===== config.mk =====
export PLATFORM = sky130hd
export DESIGN_NAME = pattern_scan_ctrl
export DESIGN_NICKNAME = d
export VERILOG_FILES = /design/src/rtl/psc_pkg.sv /design/src/rtl/seq_match_core.sv /design/src/rtl/pattern_scan_ctrl.sv
export SDC_FILE = /design/constraint.sdc
export NUM_CORES = 1
export LEC_CHECK = 0
export ABC_CLOCK_PERIOD_IN_PS = 3400
export CORE_MARGIN = 5
export CORE_UTILIZATION = 53
export CTS_CLUSTER_DIAMETER = 200
export DETAILED_ROUTE_END_ITERATION = 6
export GPL_ROUTABILITY_DRIVEN = 0
export GPL_TIMING_DRIVEN = 1
export PLACE_DENSITY = 0.8
export SLEW_MARGIN = 40
export SYNTH_ARGS = -nofsm -noshare
export SYNTH_HDL_FRONTEND = slang
export SYNTH_SLANG_ARGS = --single-unit

===== constraint.sdc =====
create_clock -name clk -period 3.4 [get_ports clk]
set_clock_uncertainty 0.1 [all_clocks]
set_input_delay 0.68 -clock clk [delete_from_list [all_inputs] [get_ports clk]]
set_output_delay 0.68 -clock clk [all_outputs]
set_load 0.02 [all_outputs]

===== src/rtl/psc_pkg.sv =====
// Shared types and constants for the pattern scan controller.
// Optional build macro: PSC_TIMEOUT_EN (enables the RUN idle timeout).
package psc_pkg;

  localparam int MAX_LEN = 8;
  localparam int LEN_W   = 3;
  localparam int CNT_W   = 8;

  typedef enum logic [1:0] {
    ST_IDLE  = 2'd0,
    ST_ARMED = 2'd1,
    ST_RUN   = 2'd2,
    ST_DONE  = 2'd3
  } state_t;

  // Select the low len+1 bits of the history and the pattern.
  function automatic logic [MAX_LEN-1:0] len_mask(input logic [LEN_W-1:0] len);
    return {MAX_LEN{1'b1}} >> (3'd7 - len);
  endfunction

endpackage


===== src/rtl/seq_match_core.sv =====
// Serial history shift register, received-bit counter and masked pattern compare.
// The match flag is evaluated on the history as it will be after the offered bit shifts in.
module seq_match_core
  import psc_pkg::*;
(
  input  logic               clk,
  input  logic               reset,
  input  logic               i_clear,
  input  logic               i_shift,
  input  logic               i_bit,
  input  logic [MAX_LEN-1:0] i_pattern,
  input  logic [LEN_W-1:0]   i_len,
  output logic               o_match_next
);

  logic [MAX_LEN-1:0] r_history;
  logic [3:0]         r_bit_cnt;
  logic [MAX_LEN-1:0] w_history_next;
  logic [MAX_LEN-1:0] w_mask;
  logic [3:0]         w_bit_cnt_next;
  logic               w_unused_msb;

  // The oldest bit falls off the end and never takes part in a compare.
  assign w_unused_msb   = r_history[MAX_LEN-1];
  assign w_history_next = {r_history[MAX_LEN-2:0], i_bit};
  assign w_bit_cnt_next = (r_bit_cnt == 4'(MAX_LEN)) ? r_bit_cnt : r_bit_cnt + 4'd1;
  assign w_mask         = len_mask(i_len);

  // At least len+1 bits seen, i.e. count > len.
  assign o_match_next = (w_bit_cnt_next > {1'b0, i_len}) &&
                        (((w_history_next ^ i_pattern) & w_mask) == '0);

  always_ff @(posedge clk or posedge reset) begin
    if (reset) begin
      r_history <= '0;
      r_bit_cnt <= '0;
    end else if (i_clear) begin
      r_history <= '0;
      r_bit_cnt <= '0;
    end else if (i_shift) begin
      r_history <= w_history_next;
      r_bit_cnt <= w_bit_cnt_next;
    end
  end

endmodule


===== src/rtl/pattern_scan_ctrl.sv =====
// Serial pattern scanner: configure, start, count overlapping matches until target.
// Optional build macro: PSC_TIMEOUT_EN adds a TIMEOUT_CYCLES idle limit while scanning.
module pattern_scan_ctrl
  import psc_pkg::*;
#(
  parameter int TIMEOUT_CYCLES = 1000
) (
  input  logic               clk,
  input  logic               reset,
  input  logic               cfg_valid,
  output logic               cfg_ready,
  input  logic [MAX_LEN-1:0] cfg_pattern,
  input  logic [LEN_W-1:0]   cfg_len,
  input  logic [CNT_W-1:0]   cfg_target,
  input  logic               start,
  input  logic               bit_valid,
  output logic               bit_ready,
  input  logic               bit_in,
  output logic               busy,
  output logic               match,
  output logic [CNT_W-1:0]   match_count,
  output logic               done,
  output logic               timeout
);

  state_t             r_state;
  logic [MAX_LEN-1:0] r_pattern;
  logic [LEN_W-1:0]   r_len;
  logic [CNT_W-1:0]   r_target;
  logic [CNT_W-1:0]   r_match_count;
  logic               r_match;
  logic               r_bit_ready;

  logic               w_accept;
  logic               w_clear;
  logic               w_match_next;
  logic [CNT_W-1:0]   w_target_eff;
  logic               w_last_match;

  assign w_accept     = r_bit_ready & bit_valid;
  assign w_clear      = (r_state == ST_ARMED) & start;
  assign w_target_eff = (r_target == '0) ? CNT_W'(1) : r_target;
  assign w_last_match = (r_match_count + CNT_W'(1)) == w_target_eff;

  seq_match_core u_core (
    .clk          (clk),
    .reset        (reset),
    .i_clear      (w_clear),
    .i_shift      (w_accept),
    .i_bit        (bit_in),
    .i_pattern    (r_pattern),
    .i_len        (r_len),
    .o_match_next (w_match_next)
  );

`ifdef PSC_TIMEOUT_EN
  localparam logic [15:0] IDLE_LAST = 16'(TIMEOUT_CYCLES - 1);
  logic [15:0] r_idle;
  logic        r_timeout;
`else
  logic [15:0] w_unused_timeout;
  assign w_unused_timeout = 16'(TIMEOUT_CYCLES);
`endif

  always_ff @(posedge clk or posedge reset) begin
    if (reset) begin
      r_state       <= ST_IDLE;
      r_pattern     <= '0;
      r_len         <= '0;
      r_target      <= '0;
      r_match_count <= '0;
      r_match       <= 1'b0;
      r_bit_ready   <= 1'b0;
`ifdef PSC_TIMEOUT_EN
      r_idle        <= '0;
      r_timeout     <= 1'b0;
`endif
    end else begin
      r_match <= 1'b0;
      case (r_state)
        ST_IDLE: begin
          if (cfg_valid) begin
            r_pattern <= cfg_pattern;
            r_len     <= cfg_len;
            r_target  <= cfg_target;
            r_state   <= ST_ARMED;
          end
        end
        ST_ARMED: begin
          if (start) begin
            r_match_count <= '0;
            r_bit_ready   <= 1'b1;
            r_state       <= ST_RUN;
`ifdef PSC_TIMEOUT_EN
            r_idle        <= '0;
`endif
          end
        end
        ST_RUN: begin
          if (w_accept) begin
`ifdef PSC_TIMEOUT_EN
            r_idle <= '0;
`endif
            if (w_match_next) begin
              r_match       <= 1'b1;
              r_match_count <= r_match_count + CNT_W'(1);
              // Stop accepting at once so the target-reaching bit is the last one.
              if (w_last_match) r_bit_ready <= 1'b0;
            end
          end else if (!r_bit_ready) begin
            // Target was reached on the previous edge; finish now.
            r_state <= ST_DONE;
          end
`ifdef PSC_TIMEOUT_EN
          else if (r_idle == IDLE_LAST) begin
            r_state     <= ST_DONE;
            r_timeout   <= 1'b1;
            r_bit_ready <= 1'b0;
          end else begin
            r_idle <= r_idle + 16'd1;
          end
`endif
        end
        ST_DONE: begin
          r_state <= ST_IDLE;
`ifdef PSC_TIMEOUT_EN
          r_timeout <= 1'b0;
`endif
        end
        default: r_state <= ST_IDLE;
      endcase
    end
  end

  assign cfg_ready   = (r_state == ST_IDLE);
  assign busy        = (r_state == ST_ARMED) || (r_state == ST_RUN);
  assign done        = (r_state == ST_DONE);
  assign bit_ready   = r_bit_ready;
  assign match       = r_match;
  assign match_count = r_match_count;
`ifdef PSC_TIMEOUT_EN
  assign timeout     = r_timeout;
`else
  assign timeout     = 1'b0;
`endif

endmodule


## Yosys cells after proc, flatten, opt, wreduce, memory -nomap -nowiden

Index checks and enable logic that the tools add are counted.
W data, S select, Z words.

- Flip-flop bits (word level): 42
- Word-level logic and storage cells: 64
- Input bits: 25

- Add/sub/neg operators: 3
- Bitwise gates (word level): 4
- Shift operators: 1
- Equality and inequality tests: 12
- Reductions and logical operators: 11
- Muxes and demuxes: 23
- Order comparisons: 1

Operators by type and width:

| operator | count |
|---|---|
| $mux W8 | 4 |
| $logic_not A8 Y1 | 2 |
| $pmux W8 S2 | 1 |
| $mux W7 | 2 |
| $mux W4 | 3 |
| $ne A2 B2 Y1 const B | 5 |
| $add A8 B1 Y8 const B | 1 |
| $and A8 B8 Y8 | 1 |
| $eq A8 B8 Y1 | 1 |
| $mux W2 | 4 |
| $pmux W2 S4 | 1 |
| $reduce_and A4 Y1 | 2 |
| $shr A8 B3 Y8 const A | 1 |
| $xor A8 B8 Y8 | 1 |
| $mux W1 | 7 |
| $reduce_and A5 Y1 | 1 |
| $add A4 B1 Y4 const B | 1 |
| $eq A2 B2 Y1 const B | 2 |
| $eq A4 B4 Y1 const B | 1 |
| $gt A4 B3 Y1 | 1 |
| $ne A2 B1 Y1 const B | 2 |
| $reduce_bool A2 Y1 | 2 |
| $sub A3 B3 Y3 const A | 1 |
| $and A1 B1 Y1 | 2 |
| 6 further kinds | 6 |

## Depth between registers and ports, before layout

Gate-level depths: netlist of the first run.

- Depth after elaboration: 8
- Gate-level depth with buffers: 13
- Mapped depth without buffers: 12

## Hierarchy

A second synthesis of the first run with hierarchy kept.

- Cells, all modules: 221
- Area, all modules: 2376.0 um2

By module, submodules not included:

| module | area an instance (um2) | cells each | seq. area each (um2) | instances |
|---|---|---|---|---|
| pattern_scan_ctrl | 1647.8 | 144 | 775.7 | 1 |
| seq_match_core | 728.2 | 77 | 275.3 | 1 |

## Worst setup path after synthesis of the first run

No wires, ideal clock.

- Path type: register to register
- From: register u_core.r_bit_cnt[0]
- To: register r_match_count[7] (netlist: match_count[7])
- Setup time: 0.124 ns
- Stages on the path, launching flop included: 14
- Clock period less this slack: 2.587 ns
- Arrival time: 2.363 ns
- Setup slack: 0.813 ns
- Data required time: 3.176 ns
- Cells stage by stage: dfrtp_1 -> inv_1 -> ha_1 -> nand2_1 -> nor2_1 -> xnor2_1 -> ha_1 -> nand3_1 -> o21ai_0 -> o21ai_1 -> nand3_2 -> buf_6 -> o311a_1 -> a211o_1

- Cells in the longest elaborated chain, start to end: 6
- Elaborated cells on any way between the ends: 7
- Classes of those cells: add/sub (1); order compare (1); eq/ne (2); mux (1); reduce/logical (2)

Ends and longest elaborated chain:

| element | line | source |
|---|---|---|
| start, declared | seq_match_core.sv:17 | `logic [3:0] r_bit_cnt;` |
| start signal, assigned | seq_match_core.sv:42 | `r_bit_cnt <= w_bit_cnt_next;` |
| $add A4 B1 Y4 / $eq A4 B4 Y1 (equally long branches) | seq_match_core.sv:26 | `assign w_bit_cnt_next = (r_bit_cnt == 4'(MAX_LEN)) ? r_bit_cnt : r_bit_cnt + 4'd1;` |
| $mux W4 (*) | seq_match_core.sv:26 |  |
| $gt A4 B3 Y1 (*) | seq_match_core.sv:30 | `assign o_match_next = (w_bit_cnt_next > {1'b0, i_len}) &&` |
| $logic_and A1 B1 Y1 (*) | seq_match_core.sv:30 |  |
| $ne A2 B1 Y1 (no line) (*) | -- |  |
| $reduce_and A4 Y1 (no line) (*) | -- |  |
| end signal, assigned | pattern_scan_ctrl.sv:106 | `r_match_count <= r_match_count + CNT_W'(1);` |
| end, declared | pattern_scan_ctrl.sv:30 | `logic [CNT_W-1:0] r_match_count;` |

Every way passes the cells marked *; elsewhere a longest branch is shown, timed or not.
A chain may end at the register's enable or synchronous reset.

## Worst setup path after layout of the first run

- From: register u_core.r_bit_cnt[0]
- To: register r_match_count[5] (netlist: match_count[5])

The elaborated chain is that of the path after synthesis.

==> summary.txt, run 1 <==
Final period util = 88.0%
HP Start = u_core.r_history[6]
WHS Path Cells = 1
worst hold-check path type = flop to flop
diodes inserted = 0
Post-Syn Area = 2300 µm²
f_max = 0.334 GHz
Logic pwr share = 43.9%
DR WL/cell = 15.4 µm
worst r2r src = u_core.r_bit_cnt[0]
depth of the most critical reg-to-reg path = 12
xor-xnor portion of the synthesized cell area = 7.55%
CTS max path bufs = 2
layout cells sized above 1 = 15.2%
DR vias/cell = 5.81
min Tclk post-route = 2.99 ns
Flop pwr share = 36.2%
Initial Util = 53.6%
warnings from Yosys = 0
most frequent cells in the layout = 42 x dfrtp_1, 37 x clkdlybuf4s50_1, 20 x mux2_2, 14 x xnor2_1
Crit. End Element = flop
CP max FO = 11
total setup buffers inserted after CTS = 0
Die X = 75.9 µm
top_reg_cell synth = dfrtp_1
Final Non-Filler Cells = 302
Resized Gates After CTS = 0
fin nets = 284
Residual DRC = 0
register area share after synthesis = 45.7%
Max rail drop VDD = 0.501 mV
clk root buf = clkbuf_8
vias = 1,755
Core Rows = 24
PD cells = 825 nW/µm²
commonest non-fill, non-tap cell in the layout = dfrtp_1
Post-Synthesis Cells = 209
clock transition at the registers of the reported paths = 0.09 ns
Slew Limit Fails = 0
initial antenna violation count = 0
Max-slew headroom = 43.3%
clk sinks = 42
DRT Wirelength = 4650 µm
die height = 75.9 µm
Top-Level Pins = 39
post-layout util = 66.5%
CTS Buf Count = 5
setup slack, reg-to-reg = 0.41 ns
hold_buf cts = 0
HPWL Detailed = 3570 µm
synthesized net count = 244
Core Footprint = 4290 µm²
# H-tree levels = 2
P_leak = 0.00122 µW
Avg Inst Size Synth = 11.0 µm²
status = completed
Yosys reg bits = 42
post-synthesis mux area share = 10.2%
hold endpoint = u_core.r_history[6]
largest net degree at the start of global routing = 43
FFs w/ async S/R, synth = 100%
Simple-Gate Fraction of Synth Area = 12.2%
CP Launch Type = flop
Adder-Cell Fraction of Synth Area = 5.43%
Final Hold Viols = 0
DP Worst Slack = 0.446 ns
gr usage total = 17.1%
CTS tree = done
grt ovf = 0
WP data required = 3.47 ns
worst r2r dst = match_count[5]
maxcap violations = 0
Setup CP Type = flop to flop
die area = 5760 µm²
DRT Pass-1 Iters = 4
EDFF count, synth = 0
Buffers on Ports = 37
setup_tns = 0 ns
Cell variety after synth = 48
Worst EP arrival = 3.06 ns
initial drt markers = 66
Worst-Margin Slew = 0.850 ns
area grow syn2layout = 24.0%
remaining antenna violation count = 0
Inst Count DP = 294
RSZ-0062 raised after global routing = no
compound-gate portion of the synthesized area = 15.2%
Clock power frac = 19.9%
final worst setup slack = 0.408 ns
count of final setup violators = 0
internal power = 1480 µW
first-pass GRT wire length = 8220 µm
Net Sw Power = 870 µW
clock latency on the worst-skew pair = 0.29 ns
Net Sw Frac = 37.0%
largest family of logic cells by synthesized area = compound AO/OA/AOI/OAI gates
vias in the first global route = 1,737
## metal layers
layer,global-route usage (%),part of all wire (%),routed length [µm],up-vias
met5,0,0,0,-
met4,5.52,1.6,76,0
met3,3.67,5.2,241,7
met2,26.6,46,2150,50
met1,23.8,47,2180,849
li1,-,-,-,849
## worst max-delay path by stage
stage / start / depth (start not counted) / end / slack, ns
floorplan: u_core.r_bit_cnt[0] / 13 / match_count[7] / 0.81
global placement: bit_in / 6 / match_count[5] / 0.56
detailed placement: u_core.r_bit_cnt[0] / 12 / match_count[5] / 0.45
CTS: u_core.r_bit_cnt[0] / 12 / match_count[5] / 0.42
global route: u_core.r_bit_cnt[0] / 12 / match_count[5] / 0.21
finish: u_core.r_bit_cnt[0] / 12 / match_count[5] / 0.41
## cell families (layout without fill, tap and decap cells)
| kind of cell | count (synthesis) | after routing |
|---|---|---|
| AND/OR/NAND/NOR | 50 | 50 |
| AO/OA/AOI/OAI | 47 | 47 |
| flip-flops | 42 | 42 |
| multiplexers | 21 | 21 |
| XOR/XNOR | 19 | 19 |
| buffers and inverters | 19 | 60 |
| adder cells (fa/ha/maj) | 10 | 10 |
| other | 1 | 1 |
## final cells by class
type                       instances  area (µm²)
fill                             341        1440
clock buffer                       5        68.8
inverter                          13        48.8
timing repair buffer              39         383
sequential                        42        1050
clock inverter                     3        68.8
multi-input combinational        148        1170
tap                               52        65.1
## flip-flops by register name, summed over array words and instances (netlist names)
register,flops
bit_ready,1
match,1
match_count,8
r_len,3
r_pattern,8
r_state,2
r_target,8
u_core.r_bit_cnt,4
u_core.r_history,7
## stage by stage
stage | total power (µW) | hold slack (ns) | cell area [µm²]
5_1_grt | 2530 | 0.455 | 2860
3_3_place_gp | 1840 | 0.400 | 2710
6_report | 2350 | 0.428 | 2860
2_1_floorplan | 1620 | 0.380 | 2300
3_5_place_dp | 1890 | 0.407 | 2720
4_1_cts | 2360 | 0.425 | 2850
## critical path, stage by stage (launching register included)
cell	delay (ns)
dfrtp_1	0.41
inv_1	0.10
ha_1	0.16
nand2_1	0.07
nor2_1	0.12
xnor2_1	0.17
ha_1	0.28
nand3_1	0.09
o21ai_0	0.09
o21ai_1	0.27
nand3_2	0.25
o311a_1	0.40
or3_1	0.34
## power by group through the flow
stage | sequential (µW) | clock [µW] | combinational (µW)
global route | 885 | 497 | 1150
global placement | 855 | 0 | 988
finish | 852 | 469 | 1030
detailed placement | 861 | 0 | 1030
floorplan | 816 | 0 | 808
CTS | 851 | 476 | 1040
## Yosys cell counts, types with 5 or more instances
| cell type | number | area [µm²] |
|---|---|---|
| a22o_1 | 10 | 87.6 |
| ha_1 | 10 | 125 |
| mux2_2 | 20 | 225 |
| nor2_1 | 5 | 18.8 |
| dfrtp_1 | 42 | 1050 |
| nand3_1 | 6 | 30.0 |
| o21ai_0 | 6 | 30.0 |
| nand2_1 | 14 | 52.6 |
| xnor2_1 | 14 | 123 |
| inv_1 | 13 | 48.8 |
Note: power is estimated with default switching activity, not from simulation.
==> inputs of run 2 (changes only) <==
Settings changed: CORE_UTILIZATION 53 to 30, PLACE_DENSITY 0.8 to unset.
==> run 2 against run 1 <==
Against the previous run: power is 5.6% lower; clock power is 28% lower; largest power group unchanged; register-to-register slack better by 0.12 ns; combinational power hardly changed; worst hold slack worse by 0.020 ns; sequential power hardly changed; critical endpoint unchanged; sequential cell count stayed put.
==> summary.txt, run 2 (synthesis results as in run 1) <==
status = completed
Residual DRC = 0
crit-path cells = inv_1 > ha_1 > nand2_1 > nor2_1 > xnor2_1 > ha_1 > nand3_1 > o21ai_0 > o21ai_1 > nand3_2 > o311a_1 > or3_1
HPWL Detailed = 3700 µm
most frequent cells in the layout = 42 x dfrtp_1, 37 x clkdlybuf4s50_1, 20 x mux2_2, 14 x nand2_1, 14 x xnor2_1
Final period util = 84.5%
Crit. End Element = flop
clock latency on the worst-skew pair = 0.30 ns
CTS Buf Count = 5
remaining antenna violation count = 0
worst path bufs/invs = 1
clk root buf = clkbuf_8
DR vias/cell = 4.84
met2 WL = 2130 µm
Core Footprint = 7610 µm²
CP top delay family = simple AND/OR/NAND/NOR gates
Max rail drop VDD = 0.327 mV
CP Launch Type = flop
DRT Pass-1 Iters = 4
post-layout util = 37.9%
top sig layer = met4
Core Rows = 32
maxcap violations = 0
CTS tree = done
WP data required = 3.48 ns
CP max FO = 11
area grow syn2layout = 25.4%
clock transition at the registers of the reported paths = 0.08 ns
count of final setup violators = 0
# H-tree levels = 2
Die X = 97.6 µm
P_leak = 0.00121 µW
largest net degree at the start of global routing = 43
# fillers = 771
diodes inserted = 0
gr usage total = 10.7%
Largest stage delay, worst path = 0.42 ns
clk sinks = 42
DRT Wirelength = 4900 µm
Final Non-Filler Cells = 354
initial drt markers = 60
Inst Count DP = 346
CTS max path bufs = 2
Slew Limit Fails = 0
hold_buf cts = 0
vias = 1,712
total power = 2220 µW
first-pass GRT wire length = 8420 µm
routed wire length on met3 = 233 µm
WL met1 = 2480 µm
Max-slew headroom = 64.4%
Worst EP arrival = 2.96 ns
critical path depth = 12
f_max = 0.348 GHz
WHS Path Cells = 1
Worst-Margin Slew = 0.535 ns
die area = 9530 µm²
die height = 97.6 µm
PD cells = 770 nW/µm²
Top-Level Pins = 39
commonest non-fill, non-tap cell in the layout = dfrtp_1
Resized Gates After CTS = 0
depth of the most critical reg-to-reg path = 12
setup_tns = 0 ns
vias in the first global route = 1,718
worst hold-check path type = flop to flop
Setup CP Type = flop to flop
Final Hold Viols = 0
min Tclk post-route = 2.87 ns
DR WL/cell = 13.8 µm
Initial Util = 30.3%
Critical Path Most Common Cell = ha_1
initial antenna violation count = 0
Buffers on Ports = 37
grt ovf = 0
layout cells sized above 1 = 15.1%
Critical-path top delay cell = dfrtp_1
RSZ-0062 raised after global routing = no
fin nets = 286
total setup buffers inserted after CTS = 0
-- run 2: cell type report --
cell class | instances | area, µm² | share of cell area, %
clock buffer | 7 | 86.3 | 2.99
clock inverter | 1 | 5.00 | 0.173
inverter | 13 | 48.8 | 1.69
multi-input combinational | 148 | 1170 | 40.4
sequential | 42 | 1050 | 36.4
tap | 102 | 128 | 4.42
timing repair buffer | 41 | 400 | 13.9
-- run 2: final timing paths --
path | start | to | slack, ns
min in group asynchronous | reset | r_target[5] | 0.72
setup / recovery | u_core.r_bit_cnt[0] | match_count[5] | 0.53
hold / removal | r_target[0] | r_target[0] | 0.41
hold reg to reg | r_target[0] | r_target[0] | 0.41
setup reg to reg | u_core.r_bit_cnt[0] | match_count[5] | 0.53
max in group asynchronous | reset | r_pattern[4] | 2.12
-- run 2: report_power, final --
part	leakage, µW	internal, µW	switching (µW)
sequential	0.000528	678	176
combinational	0.000638	515	516
clock	0.0000482	164	174
total	0.00121	1360	866
-- run 2: routing by layer --
layer  track usage (%)  vias up
met2              15.9       35
met1              15.1      821
li1                  -      849
met5                 0        -
met3              3.09        7
met4              3.19        0
-- run 2: metrics by stage --
stage / hold WS [ns] / worst slack, ns / cell area [µm²]
after floorplan: 0.380 / 0.813 / 2300
after global placement: 0.390 / 0.543 / 2800
after global routing: 0.437 / 0.291 / 2890
final: 0.408 / 0.529 / 2890
after detailed placement: 0.397 / 0.516 / 2800
after CTS: 0.416 / 0.523 / 2890
==> inputs of run 3 (changes only) <==
Settings changed: ABC_CLOCK_PERIOD_IN_PS 3400 to 2500.
Clock period 3.4 ns to 2.5 ns, I/O delays scaled along.
==> run 3 against run 2 <==
Against the previous run: the run now ends with negative setup slack left; clock-buffer cell count decreased by 2; worst hold slack improved by 0.020 ns; critical path type unchanged; critical endpoint unchanged; utilization increased by 3.9 points; sequential cell count unchanged; clock power increased by 61%.
==> summary.txt, run 3 (synthesis results as in run 1) <==
fin nets = 306
depth of the most critical reg-to-reg path = 12
vias in the first global route = 1,835
clk sinks = 42
most frequent cells in the layout = 42 x dfrtp_1, 37 x clkdlybuf4s50_1, 21 x buf_4, 19 x mux2_2, 13 x xnor2_1
Global Route met3 Usage = 3.09%
DR WL/cell = 14.3 µm
# H-tree levels = 2
clock latency on the worst-skew pair = 0.30 ns
Crit. End Element = flop
count of final setup violators = 1
Buffers on Ports = 37
die area = 9530 µm²
f_max = 0.383 GHz
Worst EP arrival = 2.69 ns
DR vias/cell = 4.79
commonest non-fill, non-tap cell in the layout = dfrtp_1
layout cells sized above 1 = 27.9%
Die X = 97.6 µm
DRT Wirelength = 5340 µm
fin area = 3190 µm²
hold_buf cts = 0
Worst-Margin Slew = 0.543 ns
Top-Level Pins = 39
Residual DRC = 0
Area after DPL = 2910 µm²
WHS Path Cells = 1
diodes inserted = 0
Final Hold Viols = 0
CP Launch Type = flop
Hold WS = 0.428 ns
min Tclk post-route = 2.61 ns
CTS max path bufs = 2
first-pass GRT wire length = 8890 µm
status = complete, but fails checks
met1 Use GR = 15.3%
clock transition at the registers of the reported paths = 0.09 ns
Max-slew headroom = 63.8%
initial antenna violation count = 0
Top Usage Layer GRT = met2
DRT Pass-1 Iters = 4
met2 usage = 17.9%
die height = 97.6 µm
P_leak = 0.00136 µW
gr usage total = 11.5%
vias = 1,791
CTS tree = done
CTS Buf Count = 5
Setup CP Type = flop to flop
final worst setup slack = -0.111 ns
HPWL Detailed = 3850 µm
clk root buf = clkbuf_8
WP data required = 2.58 ns
PD cells = 1090 nW/µm²
maxcap violations = 0
total power = 3490 µW
grt ovf = 0
Initial Util = 30.3%
Max rail drop VDD = 0.476 mV
Final period util = 104%
largest net degree at the start of global routing = 43
Core Rows = 32
failing checks = negative setup slack
remaining antenna violation count = 0
Slew Limit Fails = 0
area grow syn2layout = 38.4%
CP max FO = 5
Core Footprint = 7610 µm²
initial drt markers = 84
DP Worst Slack = -0.115 ns
RSZ-0062 raised after global routing = yes
setup_tns = -0.111 ns
worst hold-check path type = flop to flop
run 3: path summary, 6_finish.rpt:
check / start / to / slack (ns)
worst max-delay path: u_core.r_bit_cnt[1] / match_count[5] / -0.11
worst min-delay path: u_core.r_history[6] / u_core.r_history[6] / 0.43
worst max register to register: u_core.r_bit_cnt[1] / match_count[5] / -0.11
worst min register to register: u_core.r_history[6] / u_core.r_history[6] / 0.43
max in group asynchronous: reset / match_count[3] / 1.39
min in group asynchronous: reset / r_pattern[0] / 0.53
run 3: through the flow:
step / cells / util [%]
final: 374 / 41.9
after global routing: 374 / 41.9
after CTS: 372 / 40.4
after detailed placement: 361 / 38.3
after global placement: 361 / 38.3
after floorplan: 209 / -
run 3: routing by layer:
metal | wire length, µm | share of wire, % | vias up
met2 | 2480 | 46 | 35
met4 | 122 | 2.3 | 0
met5 | 0 | 0 | -
li1 | - | - | 891
met3 | 196 | 3.7 | 11
met1 | 2550 | 48 | 854
run 3: report_power, final:
group	internal, µW	switching, µW
clock network	297	248
registers	922	238
logic	940	842
run 3: what timing repair did:
item                                    4_1_cts  5_1_grt
gates resized for setup                       7       18
buffers inserted                              3        2
endpoints found under the setup margin        8        8
pin swaps                                     3       11
run 3: worst max-delay path: stages, from the launching register on:
cell     delay (ns)
dfrtp_1        0.42
inv_2          0.09
ha_4           0.13
nand2_4        0.06
nor2_4         0.12
xnor2_2        0.13
ha_1           0.26
nand3_2        0.08
o21ai_2        0.06
o21ai_2        0.20
nand3_4        0.13
o311a_1        0.35
or3_1          0.37
run 3: layout make-up:
cell class	instances	area [µm²]
clock inverters	3	45.0
multi-input cells	148	1280
flip-flops and latches	42	1050
inverters	13	48.8
fillers	752	4420
clock buffers	5	68.8
well taps	102	128
repair buffers	61	562
